**src/rtl/uart_bus_if.sv**
```systemverilog
// CPU-side bus of the UART core: TX enqueue and RX dequeue handshakes.
// Master is the CPU side; slave is the UART core.
interface uart_bus_if #(
  parameter int DBIT = 8
);
  logic [DBIT-1:0] w_data;
  logic            wr_uart;
  logic            tx_full;
  logic [DBIT-1:0] r_data;
  logic            rd_uart;
  logic            rx_empty;

  modport master (
    output w_data, wr_uart, rd_uart,
    input  tx_full, r_data, rx_empty
  );

  modport slave (
    input  w_data, wr_uart, rd_uart,
    output tx_full, r_data, rx_empty
  );
endinterface

```
**src/rtl/uart_core_param.sv**
```systemverilog
// Parametrised full-duplex UART: baud tick gen, RX/TX FSMs, FWFT FIFOs
// and sticky parity/framing/overrun flags.
module uart_fifo #(
  parameter int W  = 8,
  parameter int AW = 4
) (
  input  logic         clk,
  input  logic         reset_n,
  input  logic         push,
  input  logic         pop,
  input  logic [W-1:0] din,
  output logic [W-1:0] dout,
  output logic         full,
  output logic         empty
);
  logic [W-1:0] mem_q [2**AW];
  logic [AW:0]  wp_q, wp_d, rp_q, rp_d;
  logic         do_push, do_pop;

  always_comb begin
    empty   = (wp_q == rp_q);
    full    = (wp_q[AW] != rp_q[AW]) &&
              (wp_q[AW-1:0] == rp_q[AW-1:0]);
    do_pop  = pop && !empty;
    do_push = push && (!full || do_pop);
    wp_d    = wp_q + {{AW{1'b0}}, do_push};
    rp_d    = rp_q + {{AW{1'b0}}, do_pop};
    dout    = empty ? '0 : mem_q[rp_q[AW-1:0]];
  end

  always_ff @(posedge clk or negedge reset_n) begin
    if (!reset_n) begin
      wp_q <= '0;
      rp_q <= '0;
    end else begin
      wp_q <= wp_d;
      rp_q <= rp_d;
    end
  end

  always_ff @(posedge clk) begin
    if (do_push) mem_q[wp_q[AW-1:0]] <= din;
  end
endmodule

module uart_core_param #(
  parameter int DBIT    = 8,
  parameter int PARITY  = 0,
  parameter int SB_TICK = 16,
  parameter int FIFO_AW = 4,
  parameter int DVSR_W  = 11
) (
  input  logic              clk,
  input  logic              reset_n,
  input  logic [DVSR_W-1:0] dvsr,
  input  logic              rx,
  output logic              tx,
  uart_bus_if.slave         bus,
  output logic              parity_err,
  output logic              frame_err,
  output logic              overrun_err,
  input  logic              clr_err
);
  localparam int NW = $clog2(DBIT);

  typedef enum logic [2:0] {
    IDLE, START, DATA, PAR, STOP
  } state_e;

  function automatic logic par_of(input logic [DBIT-1:0] d);
    return (PARITY == 1) ? ~^d : ^d;
  endfunction

  logic [DVSR_W-1:0] cnt_q, cnt_d;
  logic              tick;
  logic [1:0]        sync_q;
  logic              rxs;

  always_comb begin
    tick  = (cnt_q >= dvsr);
    cnt_d = tick ? '0 : cnt_q + 1'b1;
    rxs   = sync_q[1];
  end

  always_ff @(posedge clk or negedge reset_n) begin
    if (!reset_n) begin
      cnt_q  <= '0;
      sync_q <= 2'b11;
    end else begin
      cnt_q  <= cnt_d;
      sync_q <= {sync_q[0], rx};
    end
  end

  // RX path
  state_e          rx_st_q;
  logic [4:0]      rs_q;
  logic [NW-1:0]   rn_q;
  logic [DBIT-1:0] rb_q;
  logic            rx_last, rx_push, rx_full;
  logic            perr_set, ferr_set, oerr_set;

  always_comb begin
    rx_last  = (rx_st_q == STOP) && tick &&
               (rs_q == 5'(SB_TICK-1));
    rx_push  = rx_last && rxs;
    ferr_set = rx_last && !rxs;
    perr_set = (rx_st_q == PAR) && tick &&
               (rs_q == 5'd15) && (rxs != par_of(rb_q));
    // A pop in the same clock frees a slot, so no overrun then.
    oerr_set = rx_push && rx_full && !bus.rd_uart;
  end

  always_ff @(posedge clk or negedge reset_n) begin
    if (!reset_n) begin
      rx_st_q <= IDLE;
      rs_q    <= '0;
      rn_q    <= '0;
      rb_q    <= '0;
    end else begin
      unique case (rx_st_q)
        IDLE: if (!rxs) begin
          rx_st_q <= START;
          rs_q    <= '0;
        end
        START: if (tick) begin
          if (rs_q == 5'd7) begin
            rs_q    <= '0;
            rn_q    <= '0;
            rx_st_q <= rxs ? IDLE : DATA;
          end else rs_q <= rs_q + 5'd1;
        end
        DATA: if (tick) begin
          if (rs_q == 5'd15) begin
            rs_q <= '0;
            rb_q <= {rxs, rb_q[DBIT-1:1]};
            if (rn_q == NW'(DBIT-1))
              rx_st_q <= (PARITY == 0) ? STOP : PAR;
            else rn_q <= rn_q + 1'b1;
          end else rs_q <= rs_q + 5'd1;
        end
        PAR: if (tick) begin
          if (rs_q == 5'd15) begin
            rs_q    <= '0;
            rx_st_q <= STOP;
          end else rs_q <= rs_q + 5'd1;
        end
        STOP: if (tick) begin
          if (rs_q == 5'(SB_TICK-1)) begin
            rs_q    <= '0;
            rx_st_q <= IDLE;
          end else rs_q <= rs_q + 5'd1;
        end
        default: rx_st_q <= IDLE;
      endcase
    end
  end

  uart_fifo #(.W(DBIT), .AW(FIFO_AW)) u_rx_fifo (
    .clk    (clk),
    .reset_n(reset_n),
    .push   (rx_push),
    .pop    (bus.rd_uart),
    .din    (rb_q),
    .dout   (bus.r_data),
    .full   (rx_full),
    .empty  (bus.rx_empty)
  );

  // TX path
  state_e          tx_st_q;
  logic [4:0]      ts_q;
  logic [NW-1:0]   tn_q;
  logic [DBIT-1:0] tb_q, tx_head;
  logic            tp_q, tx_q, tx_empty, tx_pop;

  always_comb begin
    tx_pop = !tx_empty && ((tx_st_q == IDLE) ||
             ((tx_st_q == STOP) && tick &&
              (ts_q == 5'(SB_TICK-1))));
    tx = tx_q;
  end

  always_ff @(posedge clk or negedge reset_n) begin
    if (!reset_n) begin
      tx_st_q <= IDLE;
      ts_q    <= '0;
      tn_q    <= '0;
      tb_q    <= '0;
      tp_q    <= 1'b0;
      tx_q    <= 1'b1;
    end else if (tx_pop) begin
      tx_st_q <= START;
      ts_q    <= '0;
      tb_q    <= tx_head;
      tp_q    <= par_of(tx_head);
      tx_q    <= 1'b0;
    end else begin
      unique case (tx_st_q)
        IDLE: ;
        START: if (tick) begin
          if (ts_q == 5'd15) begin
            ts_q    <= '0;
            tn_q    <= '0;
            tx_q    <= tb_q[0];
            tx_st_q <= DATA;
          end else ts_q <= ts_q + 5'd1;
        end
        DATA: if (tick) begin
          if (ts_q == 5'd15) begin
            ts_q <= '0;
            tb_q <= tb_q >> 1;
            if (tn_q == NW'(DBIT-1)) begin
              tx_st_q <= (PARITY == 0) ? STOP : PAR;
              tx_q    <= (PARITY == 0) ? 1'b1 : tp_q;
            end else begin
              tn_q <= tn_q + 1'b1;
              tx_q <= tb_q[1];
            end
          end else ts_q <= ts_q + 5'd1;
        end
        PAR: if (tick) begin
          if (ts_q == 5'd15) begin
            ts_q    <= '0;
            tx_q    <= 1'b1;
            tx_st_q <= STOP;
          end else ts_q <= ts_q + 5'd1;
        end
        STOP: if (tick) begin
          if (ts_q == 5'(SB_TICK-1)) begin
            ts_q    <= '0;
            tx_st_q <= IDLE;
          end else ts_q <= ts_q + 5'd1;
        end
        default: tx_st_q <= IDLE;
      endcase
    end
  end

  uart_fifo #(.W(DBIT), .AW(FIFO_AW)) u_tx_fifo (
    .clk    (clk),
    .reset_n(reset_n),
    .push   (bus.wr_uart),
    .pop    (tx_pop),
    .din    (bus.w_data),
    .dout   (tx_head),
    .full   (bus.tx_full),
    .empty  (tx_empty)
  );

  // Sticky flags: a set in the same clock beats clr_err.
  logic perr_q, perr_d, ferr_q, ferr_d, oerr_q, oerr_d;

  always_comb begin
    perr_d = perr_set | (perr_q & ~clr_err);
    ferr_d = ferr_set | (ferr_q & ~clr_err);
    oerr_d = oerr_set | (oerr_q & ~clr_err);
    parity_err  = perr_q;
    frame_err   = ferr_q;
    overrun_err = oerr_q;
  end

  always_ff @(posedge clk or negedge reset_n) begin
    if (!reset_n) begin
      perr_q <= 1'b0;
      ferr_q <= 1'b0;
      oerr_q <= 1'b0;
    end else begin
      perr_q <= perr_d;
      ferr_q <= ferr_d;
      oerr_q <= oerr_d;
    end
  end
endmodule

```
**src/flat_wrapper.sv**
```systemverilog
// flat-port wrapper written by rule: the top's interface ports become plain ports
module uart_core_param_flat 
#(
  parameter int DBIT    = 8,
  parameter int PARITY  = 0,
  parameter int SB_TICK = 16,
  parameter int FIFO_AW = 4,
  parameter int DVSR_W  = 11
)
  (clk, reset_n, dvsr, rx, tx, parity_err, frame_err, overrun_err, clr_err, bus_w_data, bus_wr_uart, bus_rd_uart, bus_tx_full, bus_r_data, bus_rx_empty);
  uart_bus_if #(.DBIT(DBIT)) bus_i ();
  input  logic clk;
  input  logic reset_n;
  input  logic [DVSR_W-1:0] dvsr;
  input  logic rx;
  output logic tx;
  output logic parity_err;
  output logic frame_err;
  output logic overrun_err;
  input  logic clr_err;
  input wire logic [$bits(bus_i.w_data)-1:0] bus_w_data;
  input wire logic [$bits(bus_i.wr_uart)-1:0] bus_wr_uart;
  input wire logic [$bits(bus_i.rd_uart)-1:0] bus_rd_uart;
  output wire logic [$bits(bus_i.tx_full)-1:0] bus_tx_full;
  output wire logic [$bits(bus_i.r_data)-1:0] bus_r_data;
  output wire logic [$bits(bus_i.rx_empty)-1:0] bus_rx_empty;
  assign bus_i.w_data = bus_w_data;
  assign bus_i.wr_uart = bus_wr_uart;
  assign bus_i.rd_uart = bus_rd_uart;
  assign bus_tx_full = bus_i.tx_full;
  assign bus_r_data = bus_i.r_data;
  assign bus_rx_empty = bus_i.rx_empty;
  uart_core_param #(.DBIT(DBIT), .PARITY(PARITY), .SB_TICK(SB_TICK), .FIFO_AW(FIFO_AW), .DVSR_W(DVSR_W)) u_core (.clk(clk), .reset_n(reset_n), .dvsr(dvsr), .rx(rx), .tx(tx), .bus(bus_i), .parity_err(parity_err), .frame_err(frame_err), .overrun_err(overrun_err), .clr_err(clr_err));
endmodule
```
**config.mk**
```make
export PLATFORM = sky130hd
export DESIGN_NAME = uart_core_param_flat
export DESIGN_NICKNAME = d
export VERILOG_FILES = /design/src/rtl/uart_bus_if.sv /design/src/rtl/uart_core_param.sv /design/src/flat_wrapper.sv
export SDC_FILE = /design/constraint.sdc
export NUM_CORES = 1
export LEC_CHECK = 0
export BUFFER_PORTS_ARGS = -buffer_cell sky130_fd_sc_hd__buf_4
export CAP_MARGIN = 10
export CORE_MARGIN = 4
export CORE_UTILIZATION = 55
export CTS_BUF_LIST = sky130_fd_sc_hd__clkbuf_2 sky130_fd_sc_hd__clkbuf_4 sky130_fd_sc_hd__clkbuf_8
export CTS_CLUSTER_SIZE = 28
export DETAILED_ROUTE_END_ITERATION = 8
export PLACE_DENSITY = 0.77
export SETUP_SLACK_MARGIN = 0.05
export SKIP_LAST_GASP = 1
export SLEW_MARGIN = 20
export SYNTH_ARGS = -nofsm -noshare
export SYNTH_HDL_FRONTEND = slang
export SYNTH_SLANG_ARGS = --single-unit
export TNS_END_PERCENT = 1
```
**constraint.sdc**
```tcl
create_clock -name clk -period 3.4 [get_ports clk]
set_clock_uncertainty 0.05 [all_clocks]
set_input_delay 0.68 -clock clk [delete_from_list [all_inputs] [get_ports clk]]
set_output_delay 0.68 -clock clk [all_outputs]
set_load 0.03 [all_outputs]
```
After elaboration in Yosys (flattened, before gate mapping)
Memory sizes are Yosys's and may differ from the RTL's.
Index checks and enable logic that the tools add are counted.
{"block": "totals", "elab_cells": 197, "ram_bits": 256, "input_bits": 25, "ff_bits": 75, "n_memories": 2, "out_inout_bits": 14}
{"block": "op_classes", "reduce_logical": 49, "order_cmp": 1, "bitwise": 8, "addsub": 9, "muxes": 63, "eq_ne": 47}
{"name": "u_core.u_rx_fifo.mem_q", "depth": 16, "width": 8, "rd": 1, "rd_ports_with_merged_regs": 0, "write_ports": 1, "line_no": "uart_core_param.sv:16", "rtl": "logic [W-1:0] mem_q [2**AW];"}
{"name": "u_core.u_tx_fifo.mem_q", "depth": 16, "width": 8, "rd": 1, "rd_ports_with_merged_regs": 0, "write_ports": 1, "line_no": "uart_core_param.sv:16"}
{"operator": "3-bit 2-to-1 mux", "n": 28}
{"operator": "8-bit 2-to-1 mux", "n": 6}
{"operator": "5-bit 2-to-1 mux", "n": 9}
{"operator": "3-bit case mux with 5 select lines", "n": 2}
{"operator": "2-bit by 1-bit != test with 1-bit output, second input constant", "n": 13}
{"operator": "3-bit by 2-bit != test with 1-bit output, second input constant", "n": 8}
{"operator": "5-bit by 1-bit adder with 5-bit output", "n": 4}
{"operator": "10-bit AND reduction", "n": 2}
{"operator": "1-bit logical AND", "n": 18}
{"operator": "5-bit case mux with 3 select lines", "n": 1}
{"operator": "7-bit AND reduction", "n": 2}
{"operator": "3-bit by 2-bit == test with 1-bit output, second input constant", "n": 4}
{"operator": "3-bit == test, second input constant", "n": 4}
{"operator": "1-bit 2-to-1 mux", "n": 12}
{"operator": "3-bit case mux with 2 select lines", "n": 2}
{"operator": "2-bit nonzero test", "n": 6}
{"operator": "11-bit by 1-bit adder with 11-bit output, second input constant", "n": 1}
{"operator": "11-bit greater-or-equal comparator", "n": 1}
{"operator": "11-bit 2-to-1 mux", "n": 1}
{"operator": "5-bit by 1-bit adder with 5-bit output, second input constant", "n": 2}
{"operator": "5-bit by 4-bit == test with 1-bit output, second input constant", "n": 2}
{"operator": "5-bit == test", "n": 2}
{"operator": "2-bit != test, second input constant", "n": 5}
{"operator": "4-bit == test", "n": 2}
{"operator": "22 further kinds", "n": 40}

Depth between registers and ports, before layout
{"block": "logic_depth", "depth_word": 10, "ltp_mapped": 13, "mapped_depth_nobuf": 12}

Hierarchy
Synthesis repeated with hierarchy kept, for this count alone.
{"block": "hier_totals", "hier_cells": 848, "area_unflattened_um2": 14217.4}
{"mod": "uart_fifo at u_core.u_tx_fifo", "seq_area_each_um2": 4093.9, "area_per_inst_um2": 5545.3, "instances": 1, "cells_each": 267}
{"mod": "uart_fifo at u_core.u_rx_fifo", "seq_area_each_um2": 4093.9, "area_per_inst_um2": 5542.8, "instances": 1, "cells_each": 266}
{"mod": "uart_core_param", "seq_area_each_um2": 1380.1, "area_per_inst_um2": 3129.3, "instances": 1, "cells_each": 315}

Worst setup path before layout
Ideal clock, no wire load.
{"block": "synth_path", "path_type": "input port to flip-flop", "startpoint": "input dvsr[8]", "endpoint": "memory u_core.u_tx_fifo.mem_q[1][0] (enable)", "path_buffers": 1, "stages": 9, "setup_slack_ns": 0.082, "setup_ns": 0.395, "t_arrival_ns": 2.873, "required_time_ns": 2.955, "cell_sequence": "inv_1 > ha_1 > nand4_1 > nor2_1 > a2111oi_2 > a21oi_1 > a21boi_2 > buf_2 > nor4_1"}
{"block": "synth_between", "elab_chain_len": 10}
{"item": "from (decl)", "line_no": "flat_wrapper.sv:14", "rtl": "input logic [DVSR_W-1:0] dvsr;"}
{"item": "11-bit greater-or-equal comparator", "line_no": "uart_core_param.sv:80", "rtl": "tick = (cnt_q >= dvsr);"}
{"item": "1-bit logical AND (2 in series)", "line_no": "uart_core_param.sv:179", "rtl": "((tx_st_q == STOP) && tick &&"}
{"item": "1-bit logical OR", "line_no": "uart_core_param.sv:178", "rtl": "tx_pop = !tx_empty && ((tx_st_q == IDLE) ||"}
{"item": "1-bit logical AND", "line_no": "uart_core_param.sv:178"}
{"item": "1-bit logical AND", "line_no": "uart_core_param.sv:24", "rtl": "do_pop = pop && !empty;"}
{"item": "1-bit logical OR", "line_no": "uart_core_param.sv:25", "rtl": "do_push = push && (!full || do_pop);"}
{"item": "1-bit logical AND", "line_no": "uart_core_param.sv:25"}
{"item": "1-bit 2-to-1 mux", "line_no": "uart_core_param.sv:42", "rtl": "if (do_push) mem_q[wp_q[AW-1:0]] <= din;"}
{"item": "1-bit 2-to-1 mux (implied by the code)", "line_no": "uart_core_param.sv:42"}
{"item": "to (decl)", "line_no": "uart_core_param.sv:16"}
Every way passes these cells.

Worst setup path in the final report
{"block": "layout_path", "startpoint": "register u_core.u_rx_fifo.rp_q[0]", "endpoint": "output bus_r_data[2]"}
{"block": "layout_between", "elab_chain_len": 2, "word_cells_on_any_way": 3, "classes_between": "eq/ne: 1; mux: 1; memory: 1"}
{"item": "from (decl)", "line_no": "uart_core_param.sv:17", "rtl": "logic [AW:0] wp_q, wp_d, rp_q, rp_d;"}
{"item": "from (signal assigned)", "line_no": "uart_core_param.sv:37", "rtl": "rp_q <= rp_d;"}
{"item": "memory 16 x 8 bit / 5-bit == test (equally long branches)"}
{"item": "8-bit 2-to-1 mux *", "line_no": "uart_core_param.sv:28", "rtl": "dout = empty ? '0 : mem_q[rp_q[AW-1:0]];"}
{"item": "to (decl)", "line_no": "flat_wrapper.sv:25", "rtl": "output wire logic [$bits(bus_i.r_data)-1:0] bus_r_data;"}
Mark *: on every way between the ends. The rest lies on a longest branch, timed or not.

==> metrics.md <==
| Metric | Value |
|---|---|
| IO Port Bufs | 38 |
| Power consumption | 11.7 mW |
| Total core area | about 0.025 mm^2 |
| Synth top area share | 0.550 |
| Register area share after synthesis | 0.684 |
| Initial Utilization | 0.557 |
| Multi-input logic area | roughly 0.0042 mm^2 |
| GRT Overall Usage | 0.201 |
| Vias per cell | 5.94 |
| Prevailing post-synth register cell | edfxtp_1 |
| DR WL/cell | 21.8 um |
| Die Height | 167 um |
| Total routed wirelength | about 28000 um |
| CP startpoint | u_core.u_rx_fifo.rp_q[0]$_DFF_PN0_ |
| WP data arrival | 2.61 ns |
| CTS tree | yes |
| R2R setup slack | approximately 0.35 ns |
| Dpl cells | approximately 1200 |
| Post-synth ARST share | 0.227 |
| Worst path required time | ~2.7 ns |
| Netlist cell types | 60 |
| Row cnt | 58 |
| Die span in x | roughly 170 um |
| Critical Path End Type | output port |
| Synth Instances | about 820 |
| DP Area | approximately 0.015 mm^2 |
| Seq cells post-synth | around 330 |
| Slew HR | 0.325 |
| GPL Wtd Cong | a little over 0.8 |
| Layout cells sized above 1 | 0.308 |
| Max-Cap Viols | 0 |
| Tmin final | between 3 and 4 ns |
| Ys Warns | 0 |
| GR Overflow Total | 0 |
| Clk buf depth | 3 |
| Vias in the first global route | around 7900 |
| IO Pins | 39 |
| Remaining antenna violation count after routing | 0 |
| Most common cell in the netlist | edfxtp_1 |
| Top post-synthesis cells by area | edfxtp_1 (55%), dfrtp_1 (13%), mux4_2 (13%), ha_1 (2.5%), xnor2_1 (1.6%) |
| Hold-fix buffers, CTS | 0 |
| Post-synth top cells | edfxtp_1 (256), mux4_2 (80), dfrtp_1 (72) |
| Crit Path Max Fanout | 8 |
| EDFF count, synth | roughly 260 |
| # setup viols final | 0 |
| Layout Nets | 972 |
| Post-route cell area | approximately 0.016 mm^2 |
| Final slew viol count | 0 |
| FF+latch area | around 0.0096 mm^2 |
| Synthesis-to-layout area growth | 15.7% |
| Clock-pin slew on the worst setup and hold paths | about 0.060 ns |
| Synth Net Count | between 800 and 900 |
| Diodes inserted | 0 |
| CTS root buf | clkbuf_8 |
| Avg Synthesized Cell Area | 17.1 um^2 |
| Critical Path Source Type | flip-flop |
| Largest net degree at the start of global routing | 76 |
| Pre-antenna DRT Iters | 5 |
| Post-DP HPWL | between 15000 and 20000 um |
| TritonCTS Buffers | 52 |
| Worst vdd rail ir drop | roughly 0.42 mV |
| RSZ-0062 raised after global routing | yes |
| Die area | 0.0280 mm^2 |
| Antenna violations before repair | 0 |
| Final Hold Viols | 0 |
| Non-Filler Instances | between 1000 and 1500 |
| DRT iter0 DRCs | 810 |
| Outcome | complete, no violations |
| FMAX | ~300 MHz |
| WS Path Type | flip-flop to output port |
| Final-layout fill cell count | 1731 |
| H-tree depth | 2 |
| Mapped Area | approximately 0.014 mm^2 |
| Pwr Density | between 700 and 800 mW/mm^2 |
| Leakage Power | 5.95 nW |
| DRC violations left | 0 |
| Synth area leader | edfxtp_1 |
| CTS sink count | 331 |
| Worst Tran Pin Value | ~1.0 ns |
| Reg-to-Reg Start | u_core.cnt_q[8]$_DFF_PN0_ |
| Clk_lat worst skew | 0.57 ns |
| Vias | about 7700 |
| Worst Hold Class | primary input to flip-flop |
| Fin crit share | 0.982 |
| First-pass GRT wire length | 44300 um |
| Hold Crit Start | rx |
## critical path: stages, from the launching register on
cell       delay (ns)
dfrtp_2          0.37
buf_12           0.14
clkbuf_16        0.18
mux4_2           0.53
mux4_2           0.49
nor2b_1          0.15
buf_4            0.17
## sequential cells by signal, indices dropped and copies added, names as in the netlist
signal	cells
u_core.tx	1
u_core.cnt_q	11
u_core.overrun_err	1
u_core.tb_q	8
u_core.u_tx_fifo.rp_q	5
u_core.u_rx_fifo.mem_q	128
u_core.tx_st_q	3
u_core.u_rx_fifo.rp_q	5
u_core.parity_err	1
u_core.u_tx_fifo.wp_q	5
u_core.rb_q	8
u_core.rs_q	5
u_core.tn_q	3
u_core.rx_st_q	3
u_core.frame_err	1
u_core.u_tx_fifo.mem_q	128
u_core.rn_q	3
u_core.sync_q	2
u_core.ts_q	5
u_core.u_rx_fifo.wp_q	5
## path summary, 6_finish.rpt
kind | cells after the start | end
worst min-delay path | 1 | u_core.sync_q[0]$_DFF_PN1_
min in group asynchronous | 1 | u_core.cnt_q[7]$_DFF_PN0_
worst min register to register | 0 | u_core.sync_q[1]$_DFF_PN1_
worst max-delay path | 6 | bus_r_data[2]
worst max register to register | 9 | u_core.u_tx_fifo.mem_q[14][3]$_DFFE_PP_
max in group asynchronous | 1 | u_core.u_rx_fifo.rp_q[0]$_DFF_PN0_
## per-stage QoR
step           setup TNS [ns]  hold slack, ns  utilization  worst slack, ns
6_report                    0           0.172        0.644           0.0608
5_1_grt               -0.0230           0.144        0.644          -0.0110
4_1_cts                     0           0.142        0.639          0.00803
3_5_place_dp           -0.166           0.306        0.595          -0.0210
3_3_place_gp                0           0.300        0.595          0.00862
2_1_floorplan               0           0.295            -           0.0824
## power by group
part	switching [mW]	total (mW)	internal, mW	leakage (nW)
combinational	1.65	3.23	1.58	2.01
clock	1.46	3.44	1.98	0.578
sequential	0.298	5.06	4.76	3.37
## logic make-up after synthesis
kind of cell    share of synthesized area
buf+inv                            0.0204
simple gates                       0.0646
xor+xnor                           0.0257
mux                                 0.141
fa+ha+maj                          0.0250
flops                               0.684
compound gates                     0.0395
## cells in the final DEF (no fill, tap or decap), types with 4 or more instances in the layout
master | synthesis | routed
xor2_1 | 15 | 15
clkbuf_8 | 0 | 56
clkinv_1 | 0 | 8
nor2_1 | 34 | 34
nand2_1 | 36 | 36
o221ai_1 | 7 | 7
xnor2_1 | 26 | 26
edfxtp_1 | 256 | 256
o31ai_1 | 4 | 4
nand3_1 | 22 | 22
mux2i_1 | 4 | 4
nor3_2 | 0 | 4
mux4_2 | 80 | 80
inv_1 | 33 | 33
nand3b_1 | 5 | 5
nor2b_1 | 17 | 17
buf_4 | 0 | 80
buf_12 | 0 | 4
nor3_1 | 20 | 16
ha_1 | 28 | 28
dfrtp_1 | 72 | 70
o21ai_1 | 4 | 4
nor4_1 | 8 | 8
clkbuf_4 | 0 | 21
a21oi_1 | 17 | 17
clkinv_2 | 0 | 6
nand2b_1 | 6 | 6
nand4_1 | 7 | 7
mux2_2 | 10 | 10
o21ai_0 | 10 | 10
## per-layer routing
metal / up-vias / wire, um / global-route usage
li1: 3420 / - / -
met1: 3882 / 11900 / 0.300
met2: 313 / 13600 / 0.310
met3: 56 / 2180 / 0.0397
met4: 0 / 528 / 0.0540
met5: - / 0 / 0
## layout make-up
cell class | count | share of cell area
Sequential cell | 331 | 0.591
Clock inverter | 19 | 0.0102
Timing Repair Buffer | 88 | 0.0484
Inverter | 33 | 0.00765
Multi-Input combinational cell | 413 | 0.259
Clock buffer | 77 | 0.0574
Tap cell | 330 | 0.0255
## what timing repair did
item	in CTS	in global routing
gates cloned	1	3
pin swaps	0	0
gates resized for setup	1	1
setup buffers	0	1
endpoints found under the setup margin	6	16
Power figures use the tool's default switching activity.
